--- config.mk ---
export PLATFORM = sky130hd
export DESIGN_NAME = instr_fetch_unit
export DESIGN_NICKNAME = d
export VERILOG_FILES = /design/src/rtl/instr_fetch_unit.sv
export SDC_FILE = /design/constraint.sdc
export NUM_CORES = 1
export LEC_CHECK = 0
export BUFFER_PORTS_ARGS = -buffer_cell sky130_fd_sc_hd__buf_2
export CORE_MARGIN = 1
export CORE_UTILIZATION = 54
export DETAILED_ROUTE_END_ITERATION = 8
export PLACE_DENSITY = 0.78
export SKIP_LAST_GASP = 1
export SYNTH_ARGS = -nofsm -noshare
export SYNTH_HDL_FRONTEND = slang
export SYNTH_SLANG_ARGS = --single-unit
export TNS_END_PERCENT = 20
--- constraint.sdc ---
create_clock -name clk -period 5.6 [get_ports clk]
set_clock_uncertainty 0.15 [all_clocks]
set_input_delay 1.12 -clock clk [delete_from_list [all_inputs] [get_ports clk]]
set_output_delay 1.12 -clock clk [all_outputs]
set_load 0.03 [all_outputs]
--- src/rtl/instr_fetch_unit.sv ---
// Instruction fetch: PC owner, 1-cycle registered imem read, FIFO_DEPTH-entry prefetch buffer to decode.
// First word valid 2 cycles after reset release; issue throttles on buffer occupancy, decode stalls hold the head.

module fetch_fifo #(
  parameter int WIDTH = 32,
  parameter int DEPTH = 2
) (
  input  logic                     clk,
  input  logic                     rst,
  input  logic                     flush,
  input  logic                     wr_vld,
  input  logic [WIDTH-1:0]         wr_dat,
  input  logic                     rd_rdy,
  output logic                     rd_vld,
  output logic [WIDTH-1:0]         rd_dat,
  output logic [$clog2(DEPTH):0]   count
);
  localparam int AW = $clog2(DEPTH);
  localparam logic [AW:0] DEPTH_C = DEPTH[AW:0];

  logic [WIDTH-1:0] mem [DEPTH];
  logic [AW-1:0]    wr_ptr;
  logic [AW-1:0]    rd_ptr;
  logic             do_pop;
  logic             do_wr;

  assign do_pop = rd_rdy & (count != '0);
  assign do_wr  = wr_vld & ((count != DEPTH_C) | do_pop);
  assign rd_vld = (count != '0);
  assign rd_dat = mem[rd_ptr];

  // Flush only rewinds pointers; stale storage is hidden by rd_vld.
  always_ff @(posedge clk) begin
    if (!rst) begin
      wr_ptr <= '0;
      rd_ptr <= '0;
      count  <= '0;
      for (int i = 0; i < DEPTH; i++) mem[i] <= '0;
    end else if (flush) begin
      wr_ptr <= '0;
      rd_ptr <= '0;
      count  <= '0;
    end else begin
      if (do_wr) begin
        mem[wr_ptr] <= wr_dat;
        wr_ptr      <= wr_ptr + 1'b1;
      end
      if (do_pop) rd_ptr <= rd_ptr + 1'b1;
      case ({do_wr, do_pop})
        2'b10:   count <= count + 1'b1;
        2'b01:   count <= count - 1'b1;
        default: ;
      endcase
    end
  end
endmodule

module instr_fetch_unit #(
  parameter int                    PC_WIDTH    = 16,
  parameter int                    INSTR_WIDTH = 16,
  parameter int                    PC_STEP     = 2,
  parameter logic [PC_WIDTH-1:0]   RESET_PC    = 16'h0000,
  parameter logic [INSTR_WIDTH-1:0] HALT_WORD  = 16'hEFFF,
  parameter int                    FIFO_DEPTH  = 2
) (
  input  logic                   clk,
  input  logic                   rst,
  output logic [PC_WIDTH-1:0]    pc_out,
  input  logic [INSTR_WIDTH-1:0] imem_data,
  input  logic                   redirect_valid,
  input  logic [PC_WIDTH-1:0]    redirect_pc,
  output logic [INSTR_WIDTH-1:0] instr_out,
  output logic [PC_WIDTH-1:0]    instr_pc_out,
  output logic                   instr_valid,
  input  logic                   instr_ready,
  output logic                   halted
);
  localparam int CW = $clog2(FIFO_DEPTH);
  localparam logic [CW+1:0] DEPTH_C = FIFO_DEPTH[CW+1:0];

  typedef struct packed {
    logic [INSTR_WIDTH-1:0] instr;
    logic [PC_WIDTH-1:0]    pc;
  } fetch_ent_t;

  typedef enum logic [1:0] {FETCH, DRAIN, HALTED} state_t;

  state_t              state;
  state_t              state_nxt;
  logic [PC_WIDTH-1:0] fetch_pc;
  logic [PC_WIDTH-1:0] inflight_pc;
  logic                inflight;
  fetch_ent_t          push_ent;
  fetch_ent_t          head_ent;
  logic [CW:0]         count;
  logic [CW+1:0]       occupancy;
  logic                redirect_act;
  logic                push;
  logic                halt_push;
  logic                pop;
  logic                issue;

  assign redirect_act = redirect_valid & (state != HALTED);
  assign push         = inflight & ~redirect_act;
  assign halt_push    = push & (imem_data == HALT_WORD);
  assign pop          = instr_valid & instr_ready & ~redirect_act;
  assign push_ent     = '{instr: imem_data, pc: inflight_pc};

  // Counts the word returning this cycle so the buffer can never overflow.
  assign occupancy = {1'b0, count} + {{(CW+1){1'b0}}, inflight}
                   - {{(CW+1){1'b0}}, instr_valid & instr_ready};

  always_comb begin
    state_nxt = state;
    issue     = 1'b0;
    case (state)
      FETCH: begin
        issue = ~redirect_act & ~halt_push & (occupancy < DEPTH_C);
        if (halt_push) state_nxt = DRAIN;
      end
      DRAIN: begin
        if (redirect_act) state_nxt = FETCH;
        else if (pop && head_ent.instr == HALT_WORD) state_nxt = HALTED;
      end
      default: state_nxt = state;
    endcase
  end

  always_ff @(posedge clk) begin
    if (!rst) begin
      state       <= FETCH;
      fetch_pc    <= RESET_PC;
      inflight    <= 1'b0;
      inflight_pc <= '0;
    end else begin
      state    <= state_nxt;
      inflight <= issue;
      if (redirect_act) begin
        fetch_pc <= {redirect_pc[PC_WIDTH-1:1], 1'b0};
      end else if (issue) begin
        inflight_pc <= fetch_pc;
        fetch_pc    <= fetch_pc + PC_WIDTH'(PC_STEP);
      end
    end
  end

  fetch_fifo #(
    .WIDTH ($bits(fetch_ent_t)),
    .DEPTH (FIFO_DEPTH)
  ) u_fifo (
    .clk    (clk),
    .rst    (rst),
    .flush  (redirect_act),
    .wr_vld (push),
    .wr_dat (push_ent),
    .rd_rdy (instr_ready & ~redirect_act),
    .rd_vld (instr_valid),
    .rd_dat (head_ent),
    .count  (count)
  );

  assign pc_out       = fetch_pc;
  assign instr_out    = head_ent.instr;
  assign instr_pc_out = head_ent.pc;
  assign halted       = (state == HALTED);
endmodule

After elaboration in Yosys (flattened, before gate mapping):

Memory sizes are Yosys's and may differ from the RTL's. A register that Yosys moved wholly into a read port is not among the register bits.
Cells that the tools add are included.

* shifts and indexed selects: 0
* magnitude comparators: 1
* bitwise operators: 14
* reduce and logical (&&, ||, !) cells: 10
* $mul: 0
* eq/ne operators: 10
* divide/modulo/power cells: 0
* $add $sub $neg: 7
* mux-type cells: 18

Operators with widths (count)
* $eq A16 B16 Y1 const B: 2
* $mux W16: 2
* $mux W32: 1
* $reduce_or A32 Y1: 1
* $add A16 B2 Y16 const B: 1
* $and A1 B1 Y1: 10
* $mux W1: 10
* $pmux W2 S2: 2
* $reduce_bool A2 Y1: 4
* $mux W2: 3
* $ne A2 B2 Y1 const B: 3
* $eq A2 B1 Y1 const B: 2
* $eq A2 B2 Y1 const B: 2
* $add A2 B1 Y3: 1
* $lt A3 B2 Y1 const B: 1
* $ne A3 B3 Y1 const B: 1
* $not A1 Y1: 3
* $reduce_and A3 Y1: 1
* $sub A3 B1 Y3: 1
* $add A1 B1 Y1 const B: 2
* $add A2 B1 Y2 const B: 1
* $logic_not A2 Y1: 1
* $reduce_and A2 Y1: 1
* $reduce_or A2 Y1: 1
* other kinds (3): 3

* memory bits (writable): 64
* bits in registers: 39
* output and inout bits: 50
* memories: 1
* bits in latches: 0
* bits in read-only memories: 0

Memories
* u_fifo.mem: words 2, bits a word 32, read ports 1, clocked after memory_dff 1, write ports 2, line 21 `logic [WIDTH-1:0] mem [DEPTH];`

Longest topological paths before layout:

Gate-level depths: netlist of run 1.

* word-level depth: 13
* gate-level depth with buffers: 12

Hierarchy:

From an unflattened synthesis of run 1, not the netlist that was laid out.

* cell total of the unflattened synthesis: 388
* area total of the unflattened synthesis: 4847.1 sq um

By module, submodules not included
* fetch_fifo: cells each 197, area an instance 3045.4 sq um, times used 1
* instr_fetch_unit: cells each 191, area an instance 1801.7 sq um, times used 1

Worst setup path before layout of run 1:

OpenSTA, ideal clock, no wires.

* path type: input port to flip-flop
* start: in redirect_valid
* end: mem u_fifo.mem[0][10], enable pin
* arrival time: 4097 ps
* cell stages on the path: 5
* path buffers: 1
* path slack: 891 ps
* cells stage by stage: buf_4 > a21boi_2 > and2_1 > inv_1 > o21ai_0

RTL lines
* from (decl): line 70 `input logic redirect_valid,`
* to (decl): line 21

Worst setup path in the final report of run 1:

* start: in instr_ready
* end: reg fetch_pc[14], in the netlist pc_out[14]

* longest elaborated chain between the ends: 6

Ends and longest elaborated chain
* from (decl): line 75 `input logic instr_ready,`
* $and A1 B1 Y1: line 111 `- {{(CW+1){1'b0}}, instr_valid & instr_ready};`
* $sub A3 B1 Y3: line 111
* $lt A3 B2 Y1: line 118 `issue = ~redirect_act & ~halt_push & (occupancy < DEPTH_C);`
* $and A1 B1 Y1: line 118
* $mux W1: line 116 `case (state)`
* $reduce_bool A2 Y1 (no source line)
* to (signal assigned): line 139 `fetch_pc <= {redirect_pc[PC_WIDTH-1:1], 1'b0};`
* to (signal assigned): line 142 `fetch_pc <= fetch_pc + PC_WIDTH'(PC_STEP);`
* to (decl): line 90 `logic [PC_WIDTH-1:0] fetch_pc;`

Every way passes these cells.
A chain may end at the register's enable or synchronous reset.

==> flow_summary.json, run 1 <==
{
  "final.fill_count": 656,
  "synth_edf_count": 62,
  "cts.sinks": 100,
  "core_area_sq_um": 8299,
  "cp_data_required_time_ns": 5.72,
  "critPathKind": "input pin to flop",
  "rr_worst_depth": 11,
  "ant_nets": 0,
  "crit_fanout": 10,
  "reg2reg_slack_ns": 1.96,
  "yosysWarnings": 0,
  "yosysSeqAreaShare_pct": 55.94,
  "synth_area_per_cell_sq_um": 11.63,
  "worst_pin_slew_ns": 0.9664,
  "final.setup.tns_ns": 0,
  "power_density_nw_per_um2": 260.4,
  "fp.dieH_um": 95.18,
  "final_hold_viol_count": 0,
  "routedWlPerCell_um": 15.95,
  "crit_path_max_incr_delay_ns": 0.61,
  "fin_hold_ws_ns": 0.3633,
  "cts-resized-gates": 0,
  "io_pins": 86,
  "rsz0062_at_grt": "false",
  "critPathTopFamily": "simple AND/OR/NAND/NOR gates",
  "slew_violations": 0,
  "via_per_inst": 5.580,
  "dieWidth_um": 95.18,
  "synthCells": 403,
  "htreeDepth": 3,
  "slowest_stage": "a2111oi_4",
  "timing.rr.end": "pc_out[14]$_SDFFE_PN0P_",
  "end_kind": "flop",
  "setup_ws_ns": 1.816,
  "dp_hpwl_um": 6435,
  "path_buf_inv": 2,
  "cts_made_buffers": 9,
  "fmax_mhz": 264.3,
  "grt_antenna_before_repair": 0,
  "gp_congestion": 0.9469,
  "finalCritPeriodShare_pct": 67.57,
  "clockBufferDepth": 2,
  "cts_hold_buf": 0,
  "hold_end": "inflight_pc[2]$_SDFFE_PN0P_",
  "dp_slack_ns": 1.453,
  "timing.rr.start": "u_fifo.count[1]$_SDFFE_PP0P_",
  "worstPathArrival_ns": 3.91,
  "drt-pass1-iter-count": 4,
  "drt_wl_total_um": 9376,
  "clkTransAtPathRegs_ns": 0.09,
  "holdCritPathClass": "flop to flop",
  "worstHoldStart": "inflight_pc[2]$_SDFFE_PN0P_",
  "synthFlopType": "edfxtp_1",
  "antenna_cells": 0,
  "vias": 3281,
  "grt_overflow": 0,
  "crit_chain": "buf_2 > nand2_1 > inv_1 > ha_1 > nand2b_1 > fa_1 > nor4b_4 > nand2_2 > a2111oi_4 > or3b_1 > a31oi_1",
  "root_buffer": "clkbuf_8",
  "drive_gt1_share_pct": 30.02,
  "hold_depth": 2,
  "drc": 0,
  "finalNetCount": 518,
  "areaGrowthSynthToFinish_pct": 13.88,
  "setup_viol_count_final": 0,
  "outcome": "complete, no violations",
  "grtUsageTotal_pct": 21.99,
  "die_area_sq_um": 9058,
  "fin_crit_ns": 3.784,
  "initial_core_util_pct": 56.49,
  "grt_max_degree": 38,
  "fp-row-count": 33,
  "relSlewSlack_pct": 35.57,
  "max_cap_viol_count": 0,
  "grt_pass1_vias": 3053,
  "startpoint_type": "input pin",
  "post-cts-setup-buffer-count": 0,
  "irDropWorstVdd_v": 0.0001386,
  "ys_types": 62,
  "synthArstFlopShare_pct": 0,
  "utilization_pct": 64.33,
  "netlist_area_sq_um": 4688,
  "first_iter_violations": 144,
  "grt_pass1_wl_um": 14790,
  "port-buffer-count": 82,
  "p_leak_uw": 0.002165,
  "insertion_delay_ns": 0.35,
  "cts_tree": "built",
  "synth_seq_cells": 100
}
## metrics by stage
step	cell area, sq um	total power [uW]	cells
floorplan	4692	957.7	404
global placement	5172	1007	572
detailed placement	5172	1011	572
CTS	5339	1401	588
global route	5339	1449	588
finish	5339	1390	588
## power by group
group / total (uW) / switching [uW] / internal [uW]
Sequential: 836 / 23.6 / 812
Clock: 396 / 235 / 161
Combinational: 159 / 103 / 55.4
## synth_stat cells, types with 7 or more instances
| cell type | count | share of area [%] |
|---|---|---|
| a21oi_1 | 8 | 0.85 |
| nand4_1 | 9 | 1.2 |
| mux2i_1 | 15 | 3.2 |
| dfxtp_1 | 38 | 16 |
| nor2_1 | 26 | 2.1 |
| and2_1 | 63 | 8.4 |
| clkbuf_1 | 16 | 1.3 |
| xnor2_1 | 7 | 1.3 |
| nand2_1 | 25 | 2.0 |
| o21ai_0 | 7 | 0.75 |
| nand3_1 | 9 | 0.96 |
| edfxtp_1 | 62 | 40 |
| mux2_2 | 29 | 7.0 |
## cell families (layout without fill, tap and decap cells)
| logic type | count (synthesis) | after routing | synth area share [%] |
|---|---|---|---|
| buf+inv | 31 | 110 | 2.829 |
| mux | 44 | 44 | 10.17 |
| flops | 100 | 100 | 55.94 |
| simple gates | 169 | 169 | 21.00 |
| fa+ha+maj | 4 | 4 | 1.228 |
| other cells | 1 | 2 | 0.07999 |
| xor+xnor | 9 | 9 | 1.681 |
| compound gates | 45 | 45 | 7.073 |
## flip-flops by register name, indices dropped and copies added (netlist names), named ones only
register and flops:
inflight 1, inflight_pc 15, pc_out 15, state 2
u_fifo.count 2, u_fifo.mem 62, u_fifo.rd_ptr 1, u_fifo.wr_ptr 1
## worst min-delay path: stages, from the launching register on
cell,delay [ns]
dfxtp_1,0.34
mux2i_1,0.07
nor2_1,0.07
## how the worst max path moves through the flow
stage | start | end | slack (ns) | depth (start not counted)
after floorplan | redirect_valid | u_fifo.mem[0][10]$_SDFFCE_PN0P_ | 0.89 | 5
after detailed placement | instr_ready | pc_out[14]$_SDFFE_PN0P_ | 1.45 | 11
after global placement | instr_ready | pc_out[14]$_SDFFE_PN0P_ | 1.54 | 11
final | instr_ready | pc_out[14]$_SDFFE_PN0P_ | 1.82 | 11
after CTS | instr_ready | pc_out[14]$_SDFFE_PN0P_ | 1.82 | 11
after global routing | instr_ready | pc_out[14]$_SDFFE_PN0P_ | 1.68 | 11
## cell usage in the layout (no fill, tap or decap), drive strengths merged, types with 7 or more instances in the layout
master,count
mux2i,15
dfxtp,38
edfxtp,62
inv,8
nor2,26
clkbuf,10
xnor2,7
o21ai,7
mux2,29
nand3,9
nand2,26
buf,87
a21oi,8
and2,65
nand4,9
## cell type report
type / count / area (sq um) / share of cell area [%]
clock buffers: 10 / 127.6 / 2.390
multi-input cells: 273 / 1944 / 36.42
clock inverters: 6 / 38.79 / 0.7265
repair buffers: 87 / 447.9 / 8.390
flip-flops and latches: 100 / 2623 / 49.12
inverters: 7 / 26.28 / 0.4921
well taps: 105 / 131.4 / 2.461
## per-layer routing
metal  track usage [%]  vias to the layer above  share of wire, %
li1                  -                     1597                 -
met1             29.07                     1553                44
met2             35.71                      120                48
met3             4.864                       11               6.7
met4             7.576                        0               1.4
met5                 0                        -                 0
(Power assumes the default switching activity.)
==> run 2, diff against run 1 <==
clock period = 3.5 ns   (was 5.6 ns; I/O delays follow)
==> flow_summary.json, run 2 (synthesis results as in run 1) <==
{
  "outcome": "complete, no violations",
  "end_kind": "flop",
  "grt_antenna_before_repair": 0,
  "final_hold_viol_count": 0,
  "cp_data_required_time_ns": 3.63,
  "p_leak_uw": 0.002204,
  "via_per_inst": 5.514,
  "cp-endpoint": "pc_out[13]$_SDFFE_PN0P_",
  "crit_chain": "or2_2 > nand2_1 > inv_1 > ha_1 > nand2b_1 > fa_1 > nor4b_4 > nand4_1 > or4_1 > a31oi_1",
  "cts_hold_buf": 0,
  "cts-resized-gates": 0,
  "relSlewSlack_pct": 44.55,
  "root_buffer": "clkbuf_8",
  "grt_pass1_vias": 3030,
  "fmax_mhz": 304.6,
  "port-buffer-count": 82,
  "slowest_stage": "or4_1",
  "post-cts-setup-buffer-count": 0,
  "grt_max_degree": 38,
  "drive_gt1_share_pct": 30.94,
  "timing.rr.end": "pc_out[13]$_SDFFE_PN0P_",
  "utilization_pct": 65.11,
  "finalCritPeriodShare_pct": 93.80,
  "dp_hpwl_um": 6464,
  "cts_made_buffers": 9,
  "max_cap_viol_count": 0,
  "largest_reg_flops": 62,
  "reg2reg_slack_ns": 0.22,
  "drt_wl_total_um": 9353,
  "clockBufferDepth": 2,
  "drc": 0,
  "final_common_cell": "buf_2",
  "insertion_delay_ns": 0.36,
  "startpoint_type": "flop",
  "rr_worst_depth": 10,
  "startpoint": "u_fifo.count[1]$_SDFFE_PP0P_",
  "drt-pass1-iter-count": 4,
  "critPathKind": "flop to flop",
  "htreeDepth": 3,
  "crit_path_max_incr_delay_ns": 0.56,
  "fp-row-count": 33,
  "grtUsageTotal_pct": 21.84,
  "first_iter_violations": 185,
  "clkTransAtPathRegs_ns": 0.10,
  "final.setup.tns_ns": 0,
  "power_density_nw_per_um2": 421.7,
  "cts.sinks": 100,
  "cts_tree": "built",
  "finalNetCount": 523,
  "dieWidth_um": 95.18,
  "fin_crit_ns": 3.283,
  "worst_pin_slew_ns": 0.8312,
  "largest_register": "u_fifo.mem",
  "io_pins": 86,
  "fp.dieH_um": 95.18,
  "areaGrowthSynthToFinish_pct": 15.27,
  "grt_overflow": 0,
  "worstPathArrival_ns": 3.41,
  "ant_nets": 0,
  "routedWlPerCell_um": 15.77,
  "vias": 3270,
  "irDropWorstVdd_v": 0.0002234,
  "rsz0062_at_grt": "false",
  "holdCritPathClass": "flop to flop",
  "layout_common_cells": "buf_2 (82), and2_1 (63), edfxtp_1 (62)",
  "core_area_sq_um": 8299,
  "antenna_cells": 0,
  "setup_viol_count_final": 0,
  "final.fill_count": 652,
  "grt_pass1_wl_um": 14830,
  "slew_violations": 0,
  "timing.rr.start": "u_fifo.count[1]$_SDFFE_PP0P_",
  "crit_fanout": 7,
  "die_area_sq_um": 9058,
  "initial_core_util_pct": 56.49,
  "gp_congestion": 0.8874
}
-- run 2: worst min-delay path by stage --
stage / from / to / slack, ns / cells after the start
3_3_place_gp: inflight_pc[12]$_SDFFE_PN0P_ / inflight_pc[12]$_SDFFE_PN0P_ / 0.33 / 2
3_5_place_dp: u_fifo.rd_ptr$_SDFFE_PP0P_ / flop / 0.34 / 2
6_report: u_fifo.rd_ptr$_SDFFE_PP0P_ / flop / 0.36 / 2
2_1_floorplan: inflight_pc[10]$_SDFFE_PN0P_ / inflight_pc[10]$_SDFFE_PN0P_ / 0.32 / 2
4_1_cts: u_fifo.rd_ptr$_SDFFE_PP0P_ / flop / 0.36 / 2
5_1_grt: u_fifo.rd_ptr$_SDFFE_PP0P_ / u_fifo.rd_ptr$_SDFFE_PP0P_ / 0.39 / 2
-- run 2: through the flow --
| stage | cells | hold slack [ns] | power, uW | setup WS (ns) | instance area (sq um) |
|---|---|---|---|---|---|
| after CTS | 593 | 0.3649 | 2285 | 0.2130 | 5404 |
| after global routing | 593 | 0.3882 | 2361 | 0.07641 | 5404 |
| final | 593 | 0.3624 | 2279 | 0.2170 | 5404 |
| after detailed placement | 577 | 0.3389 | 1622 | 0.1663 | 5223 |
| after global placement | 577 | 0.3330 | 1614 | 0.2350 | 5223 |
| after floorplan | 404 | 0.3160 | 1532 | 0.04997 | 4692 |
-- run 2: per-layer routing --
| metal | vias to the layer above | track usage [%] | wire length [um] |
|---|---|---|---|
| li1 | 1603 | - | - |
| met1 | 1541 | 29.59 | 4178 |
| met2 | 113 | 34.70 | 4382 |
| met3 | 13 | 4.625 | 675 |
| met4 | 0 | 7.702 | 116 |
| met5 | - | 0 | 0 |
-- run 2: report_power, final --
part	internal (uW)	switching, uW	total, uW
clock	272	412	684
combinational	91.6	165	256
sequential	1300	38.9	1340
-- run 2: worst max-delay path, delay by kind of cell, from the launching register on --
kind	cells	cell delay (ns)
AND/OR/NAND/NOR	6	1.69
adder cells (fa/ha/maj)	2	0.74
flip-flops	1	0.39
AO/OA/AOI/OAI	1	0.18
buffers and inverters	1	0.04
-- run 2: cell type report --
cell class,count,area (sq um),share of cell area (%)
Multi-Input combinational cell,273,1944,35.98
Clock buffer,10,127.6,2.362
Tap cell,105,131.4,2.431
Clock inverter,6,53.80,0.9956
Sequential cell,100,2623,48.53
Timing Repair Buffer,92,498.0,9.215
Inverter,7,26.28,0.4862
==> run 3, diff against run 2 <==
ABC_CLOCK_PERIOD_IN_PS = 3500   (was not set)
CTS_BUF_LIST = sky130_fd_sc_hd__clkbuf_16   (was not set)
==> flow_summary.json, run 3 (synthesis results as in run 1) <==
{
  "outcome": "complete, no violations",
  "clkTransAtPathRegs_ns": 0.07,
  "crit_path_max_incr_delay_ns": 0.56,
  "swShare_pct": 25.46,
  "cts-resized-gates": 0,
  "vias": 3287,
  "initial_core_util_pct": 56.49,
  "largest_register": "u_fifo.mem",
  "dp_hpwl_um": 6464,
  "finalNetCount": 523,
  "antenna_cells": 0,
  "grtUsageTotal_pct": 21.90,
  "drt_wl_total_um": 9392,
  "slowest_stage": "or4_1",
  "relSlewSlack_pct": 44.46,
  "power_density_nw_per_um2": 459.1,
  "crit_fanout": 7,
  "irDropWorstVdd_v": 0.0002694,
  "max_cap_viol_count": 0,
  "grt_overflow": 0,
  "startpoint_type": "flop",
  "post-cts-setup-buffer-count": 0,
  "grt_antenna_before_repair": 0,
  "dieWidth_um": 95.18,
  "finalCritPeriodShare_pct": 93.74,
  "grt_pass1_wl_um": 14900,
  "insertion_delay_ns": 0.34,
  "holdCritPathClass": "flop to flop",
  "p_leak_uw": 0.002255,
  "via_per_inst": 5.543,
  "first_iter_violations": 165,
  "final.setup.tns_ns": 0,
  "die_area_sq_um": 9058,
  "largest_reg_flops": 62,
  "crit_chain": "or2_2 > nand2_1 > inv_1 > ha_1 > nand2b_1 > fa_1 > nor4b_4 > nand4_1 > or4_1 > a31oi_1",
  "grt_max_degree": 38,
  "end_kind": "flop",
  "clockBufferDepth": 2,
  "cts_tree": "built",
  "cts_made_buffers": 9,
  "pwr-share-seq_pct": 53.0,
  "fp-row-count": 33,
  "drive_gt1_share_pct": 30.94,
  "fmax_mhz": 304.8,
  "core_area_sq_um": 8299,
  "clockPowerShare_pct": 36.9,
  "combinationalPowerShare_pct": 10.2,
  "final_hold_viol_count": 0,
  "internal-power_uw": 1884,
  "layout_common_cells": "buf_2 (82), and2_1 (63), edfxtp_1 (62)",
  "cts_hold_buf": 0,
  "drt-pass1-iter-count": 4,
  "fin_crit_ns": 3.281,
  "root_buffer": "clkbuf_16",
  "worst_pin_slew_ns": 0.8326,
  "port-buffer-count": 82,
  "htreeDepth": 3,
  "switching_power_uw": 643.6,
  "io_pins": 86,
  "fin_hold_ws_ns": 0.3566,
  "drc": 0,
  "areaGrowthSynthToFinish_pct": 17.43,
  "final_common_cell": "buf_2",
  "cts.sinks": 100,
  "slew_violations": 0,
  "cp_data_required_time_ns": 3.61,
  "dpl.cell_count": 577,
  "instances_no_fill": 593,
  "gp_congestion": 0.8874,
  "setup_viol_count_final": 0,
  "grt_pass1_vias": 3048,
  "worstPathArrival_ns": 3.39,
  "ant_nets": 0,
  "rsz0062_at_grt": "false",
  "fp.dieH_um": 95.18,
  "routedWlPerCell_um": 15.84,
  "finalPower_uw": 2528,
  "critPathKind": "flop to flop"
}
-- run 3: changes by cell type in the layout (fill, tap and decap cells not counted) --
cell,delta
clkbuf_1,-1
inv_1,+1
clkbuf_16,+9
clkbuf_8,-9
-- run 3: path summary, 6_finish.rpt --
kind                                 from                       to  slack, ns  cells past startpoint
max          u_fifo.count[1]$_SDFFE_PP0P_  pc_out[13]$_SDFFE_PN0P_       0.22                     10
min reg2reg    u_fifo.rd_ptr$_SDFFE_PP0P_                     flop       0.36                      2
max reg2reg  u_fifo.count[1]$_SDFFE_PP0P_  pc_out[13]$_SDFFE_PN0P_       0.22                     10
min            u_fifo.rd_ptr$_SDFFE_PP0P_                     flop       0.36                      2
-- run 3: area by class of cell --
type / instances / area (sq um)
Clock buffer: 9 / 225.2
Multi-Input combinational cell: 273 / 1944
Sequential cell: 100 / 2623
Timing Repair Buffer: 92 / 498.0
Clock inverter: 7 / 57.56
Fill cell: 643 / 2794
Tap cell: 105 / 131.4
Inverter: 7 / 26.28
-- run 3: power groups by stage --
stage	sequential [uW]	combinational [uW]	clock, uW
global route	1340	277	986
detailed placement	1360	257	0
floorplan	1370	158	0
global placement	1360	253	0
finish	1340	257	932
CTS	1340	258	939
-- run 3: critical path, delay by kind of cell (launching register included) --
kind	cells	cell delay [ns]
flops	1	0.39
compound gates	1	0.18
fa+ha+maj	2	0.75
buf+inv	1	0.04
simple gates	6	1.69
-- run 3: per-layer routing --
metal / part of all wire (%) / GRT usage, %
met4: 0.86 / 6.818
met3: 6.8 / 5.104
met5: 0 / 0
met1: 46 / 29.53
met2: 47 / 35.06
-- run 3: stage by stage --
stage	utilization, %	instance area, sq um	setup WS (ns)
after floorplan	-	4692	0.04997
after global placement	62.93	5223	0.2350
after detailed placement	62.93	5223	0.1663
after CTS	66.34	5505	0.2197
after global routing	66.34	5505	0.08427
final	66.34	5505	0.2189
